<file path="src/rtl/input_conditioner_pkg.sv">
// Shared constants for the input conditioner and anything that drives it.
// The default debounce length lives here so the top level and benches agree.
package input_conditioner_pkg;

  localparam int DEBOUNCE_CYCLES_DEFAULT = 4;
  localparam int CNT_W_DEFAULT           = 3;
  localparam int NUM_CHANNELS            = 2;

endpackage

</file>
<file path="src/rtl/debounce_channel.sv">
// One conditioned input: 2-flop synchronizer, stability-count debouncer,
// level register and registered rising-edge pulse.
module debounce_channel
  import input_conditioner_pkg::*;
#(
  parameter int DEBOUNCE_CYCLES = DEBOUNCE_CYCLES_DEFAULT,
  parameter int CNT_W           = CNT_W_DEFAULT
) (
  input  logic clock,
  input  logic reset,
  input  logic raw,
  output logic level,
  output logic rise,
  output logic update
);

  localparam logic [CNT_W-1:0] CNT_MAX = CNT_W'(DEBOUNCE_CYCLES - 1);

  logic             s1_reg;
  logic             s2_reg;
  logic             d_reg;
  logic             d_next;
  logic             rise_reg;
  logic [CNT_W-1:0] cnt_reg;
  logic [CNT_W-1:0] cnt_next;
  logic             flip;

  // The counter only runs while the synchronized input disagrees with the
  // debounced level; any agreement discards the partial count.
  always_comb begin
    flip     = 1'b0;
    d_next   = d_reg;
    cnt_next = '0;
    if (s2_reg != d_reg) begin
      if (cnt_reg == CNT_MAX) begin
        flip   = 1'b1;
        d_next = s2_reg;
      end else begin
        cnt_next = cnt_reg + 1'b1;
      end
    end
  end

  always_ff @(posedge clock or posedge reset) begin
    if (reset) begin
      s1_reg   <= 1'b0;
      s2_reg   <= 1'b0;
      d_reg    <= 1'b0;
      cnt_reg  <= '0;
      rise_reg <= 1'b0;
    end else begin
      s1_reg   <= raw;
      s2_reg   <= s1_reg;
      d_reg    <= d_next;
      cnt_reg  <= cnt_next;
      rise_reg <= flip & s2_reg;
    end
  end

  assign level  = d_reg;
  assign rise   = rise_reg;
  // Asserted in the cycle before the level flips, so the parent can
  // register its strobe on the same edge as the level change.
  assign update = flip;

endmodule

</file>
<file path="src/rtl/input_conditioner.sv">
// Conditions two raw asynchronous inputs into clean X/Y levels (or rising
// pulses) for the state controller, plus a shared change strobe.
module input_conditioner
  import input_conditioner_pkg::*;
#(
  parameter int DEBOUNCE_CYCLES = DEBOUNCE_CYCLES_DEFAULT,
  parameter int CNT_W           = CNT_W_DEFAULT,
  parameter int PULSE_MODE      = 0
) (
  input  logic clock,
  input  logic reset,
  input  logic x_raw,
  input  logic y_raw,
  output logic X,
  output logic Y,
  output logic changed
);

  logic [NUM_CHANNELS-1:0] raw_vec;
  logic [NUM_CHANNELS-1:0] level_vec;
  logic [NUM_CHANNELS-1:0] rise_vec;
  logic [NUM_CHANNELS-1:0] update_vec;
  logic [NUM_CHANNELS-1:0] out_vec;
  logic                    changed_reg;

  assign raw_vec = {y_raw, x_raw};

  generate
    for (genvar gi = 0; gi < NUM_CHANNELS; gi++) begin : g_chan
      debounce_channel #(
        .DEBOUNCE_CYCLES(DEBOUNCE_CYCLES),
        .CNT_W          (CNT_W)
      ) u_chan (
        .clock (clock),
        .reset (reset),
        .raw   (raw_vec[gi]),
        .level (level_vec[gi]),
        .rise  (rise_vec[gi]),
        .update(update_vec[gi])
      );
    end
  endgenerate

  // Both sources are channel registers, so X/Y stay glitch-free and have no
  // combinational path from the raw pins.
  assign out_vec = (PULSE_MODE != 0) ? rise_vec : level_vec;

  always_ff @(posedge clock or posedge reset) begin
    if (reset) begin
      changed_reg <= 1'b0;
    end else begin
      changed_reg <= |update_vec;
    end
  end

  assign X       = out_vec[0];
  assign Y       = out_vec[1];
  assign changed = changed_reg;

endmodule

</file>
<file path="config.mk">
export PLATFORM = sky130hd
export DESIGN_NAME = input_conditioner
export DESIGN_NICKNAME = d
export VERILOG_FILES = /design/src/rtl/input_conditioner_pkg.sv /design/src/rtl/debounce_channel.sv /design/src/rtl/input_conditioner.sv
export SDC_FILE = /design/constraint.sdc
export NUM_CORES = 1
export LEC_CHECK = 0
export CAP_MARGIN = 30
export CORE_ASPECT_RATIO = 0.8
export CORE_MARGIN = 2
export CORE_UTILIZATION = 30
export CTS_CLUSTER_DIAMETER = 150
export CTS_CLUSTER_SIZE = 8
export DETAILED_ROUTE_END_ITERATION = 7
export PLACE_DENSITY = 0.6
export SLEW_MARGIN = 30
export SYNTH_ARGS = -nofsm -noshare
export SYNTH_HDL_FRONTEND = slang
export SYNTH_SLANG_ARGS = --single-unit
</file>
<file path="constraint.sdc">
create_clock -name clock -period 3.4 [get_ports clock]
set_input_delay 0.34 -clock clock [delete_from_list [all_inputs] [get_ports clock]]
set_output_delay 0.34 -clock clock [all_outputs]
set_load 0.02 [all_outputs]
</file>
==> results_dict.tcl <==
set metrics [dict create \
    power.switching_fraction_pct 29.7 \
    antenna_found_initial 0 \
    relSlewSlack_pct 69.7 \
    yosysWarningCount 0 \
    holdCritPathClass "reg -> reg" \
    number_of_flip_flops_under_the_largest_register_name 6 \
    crit_path_top_delay_cell "clkdlybuf4s50_1" \
    min_period_over_period_pct 47.2 \
    power.switching_uw 134 \
    irDropWorstVdd_mv 0.303 \
    cellPowerDensity_nw_per_um2 744 \
    static-leakage-power_nw 0.264 \
    status "finished clean" \
    drc 0 \
    via_count 259 \
    chipWidth_um 49.3 \
    clock_latency_ps 260 \
    layout-drive-gt1-share_pct 19.5 \
    max_freq_mhz 623 \
    cts_root_buffer "clkbuf_4" \
    combinationalPowerShare_pct 33.1 \
    clock_path_buffers 2 \
    cts_tree "built" \
    detail_route.iter0.violations 2 \
    dieHeight_um 40.2 \
    setup-violations-final 0 \
    grt_setup_unrepaired "no" \
    number_of_enable_flip_flop_cells_after_synthesis 0 \
    number_of_buffers_added_for_setup_after_cts 0 \
    ys_flop_type "dfrtp_1" \
    postSynthCellCount 31 \
    placement.cell_area_um2 579 \
    detail_route.vias_per_cell 4.11 \
    timing.critical_path.from_type "register" \
    antenna_left 0 \
    cts.clk_slew.worst_paths_ps 70 \
    skew_ps 0.408 \
    finalWorstPathRequiredPeriod_ps 1600 \
    detail_route.wl_per_cell_um 10.3 \
    crit_path_end_kind "output port" \
    yosys-top-cells-count "13 x dfrtp_1, 4 x nor3b_1" \
    placementRows 13 \
    drt_first_pass_iters 4 \
    share_seq_of_total_power_pct 47.2 \
    syn-cell-area_um2 492 \
    dieArea_um2 1980 \
    via_count_of_the_first_global_routing_pass 284 \
    cts-resized-gates 0 \
    cell_internal_pwr_uw 317 \
    worstSetupPathType "reg -> out" \
    critical_path.n_buffers_inverters 1 \
    cts_hold_buf 0 \
    timing.critical_path.cells "clkdlybuf4s50_1" \
    gp_congestion 0.657 \
    fillers 152 \
    antennaDiodeCount 0 \
    place_inst 59 \
    grt_usage_pct 8.30 \
    timing.max_cap.violations 0 \
    grt_first_pass_wirelength_mm 1.12 \
    post_synthesis_to_final_layout_area_growth_pct 23.2 \
    critical_path.top_delay_family "buffers and inverters" \
    synth_largest_area_cell "dfrtp_1" \
    synth_async_sr_flop_share_pct 100 \
    detailedPlacementHpwl_um 537 \
    cpPeakStageDelay_ps 620 \
    initial_standard_cell_utilization_of_the_core_pct 31.2 \
    clock-sinks 13 \
    postSynthAreaPerCell_um2 15.9 \
    cts_made_buffers 3 \
    critical_path_arrival_ps 1260 \
    maximum_fanout_along_the_worst_path 3 \
    final-max-slew-violation-count 0 \
    core_area_um2 1580 \
    synth_top_cells_by_area "dfrtp_1 66%, nor3b_1 6.1%, nor2b_4 5.6%, ha_1 5.1%, xnor2_1 3.6%" \
    hold_violations 0 \
    ys_ff_latch 13 \
    worst_hold_margin_ps 365 \
    mappedNetlistNets 37 \
    floorplan.io_pins 7 \
    layout.nets 48 \
    yosys.cell_count.top_type "dfrtp_1" \
    stdcell_count 63 \
    tightest_slew_ps 454 \
    gr-total-overflow 0 \
    grt_start_max_net_pins 14 \
    synth_largest_type_area_fraction_pct 66.2 \
    postLayoutCellArea_um2 606 \
    synth_cell_type_count 11 \
    synth_seq_area_share_pct 66.2 \
    cp.required_ps 3060 \
    clkPwrFrac_pct 19.7 \
    ctsHtreeMaxLevel 1 \
    drt-total-wl_um 648 \
    placement.io_buffers 6 \
    timing.setup.tns_ps 0 \
]
[cell families (layout without fill, tap and decap cells)]
kind of cell             after synthesis  in the layout  synth area share (%)
flip-flops                            13             13                  66.2
buffers and inverters                  2             12                  1.53
AO/OA/AOI/OAI                          1              1                  3.31
XOR/XNOR                               2              2                  3.56
adder cells (fa/ha/maj)                2              2                  5.09
AND/OR/NAND/NOR                        9              9                  15.0
multiplexers                           2              2                  5.34
[power by group through the flow]
stage               Combinational [mW]  Sequential, mW  Clock (mW)
floorplan                       0.0821           0.230           0
global route                     0.165           0.218       0.101
finish                           0.149           0.213      0.0887
detailed placement               0.152           0.216           0
global placement                 0.142           0.212           0
CTS                              0.153           0.213      0.0920
[cell type report]
type                    count  area, um^2  share of cell area (%)
clock buffers               4        26.3                    4.34
inverters                   2        7.51                    1.24
repair buffers              6        60.1                    9.92
well taps                  22        27.5                    4.55
flip-flops and latches     13         325                    53.7
multi-input cells          16         159                    26.2
[metrics by stage]
| step | power [mW] | utilization (%) | setup WS (ps) |
|---|---|---|---|
| 3_3_place_gp | 0.354 | 36.7 | 2100 |
| 6_report | 0.451 | 38.4 | 1800 |
| 5_1_grt | 0.484 | 38.4 | 1740 |
| 4_1_cts | 0.458 | 38.4 | 1780 |
| 2_1_floorplan | 0.312 | - | 2290 |
| 3_5_place_dp | 0.369 | 36.7 | 2070 |
[final timing paths]
path	start	endpoint	slack (ps)	cells after the start
max in group asynchronous	reset	g_chan[0].u_chan.s1_reg$_DFF_PP0_	2720	2
min	g_chan[0].u_chan.s1_reg$_DFF_PP0_	g_chan[0].u_chan.s2_reg$_DFF_PP0_	360	0
max	g_chan[0].u_chan.level$_DFFE_PP0P_	X	1800	1
min reg2reg	g_chan[0].u_chan.s1_reg$_DFF_PP0_	g_chan[0].u_chan.s2_reg$_DFF_PP0_	360	0
max reg2reg	g_chan[0].u_chan.cnt_reg[0]$_DFF_PP0_	g_chan[0].u_chan.level$_DFFE_PP0P_	2210	3
min in group asynchronous	reset	g_chan[1].u_chan.s1_reg$_DFF_PP0_	370	2
[per-layer routing]
metal / share of wire, % / routed length, um / global-route usage [%] / up-vias
li1: - / - / - / 124
met1: 40 / 259 / 7.69 / 128
met2: 54 / 352 / 16.2 / 7
met3: 5.6 / 36 / 2.61 / 0
met4: 0 / 0 / 6.43 / 0
met5: 0 / 0 / 0 / -
[cell usage in the layout, fill, tap and decap left out]
master            n
dfrtp_1          13
clkbuf_4          3
xnor2_1           2
nor3_1            2
mux2_4            1
ha_1              2
clkdlybuf4s50_1   6
nand2b_1          1
nor3b_1           4
mux2_2            1
clkbuf_1          1
nor2b_4           2
o32ai_2           1
inv_1             2
Power figures use the tool's default switching activity.
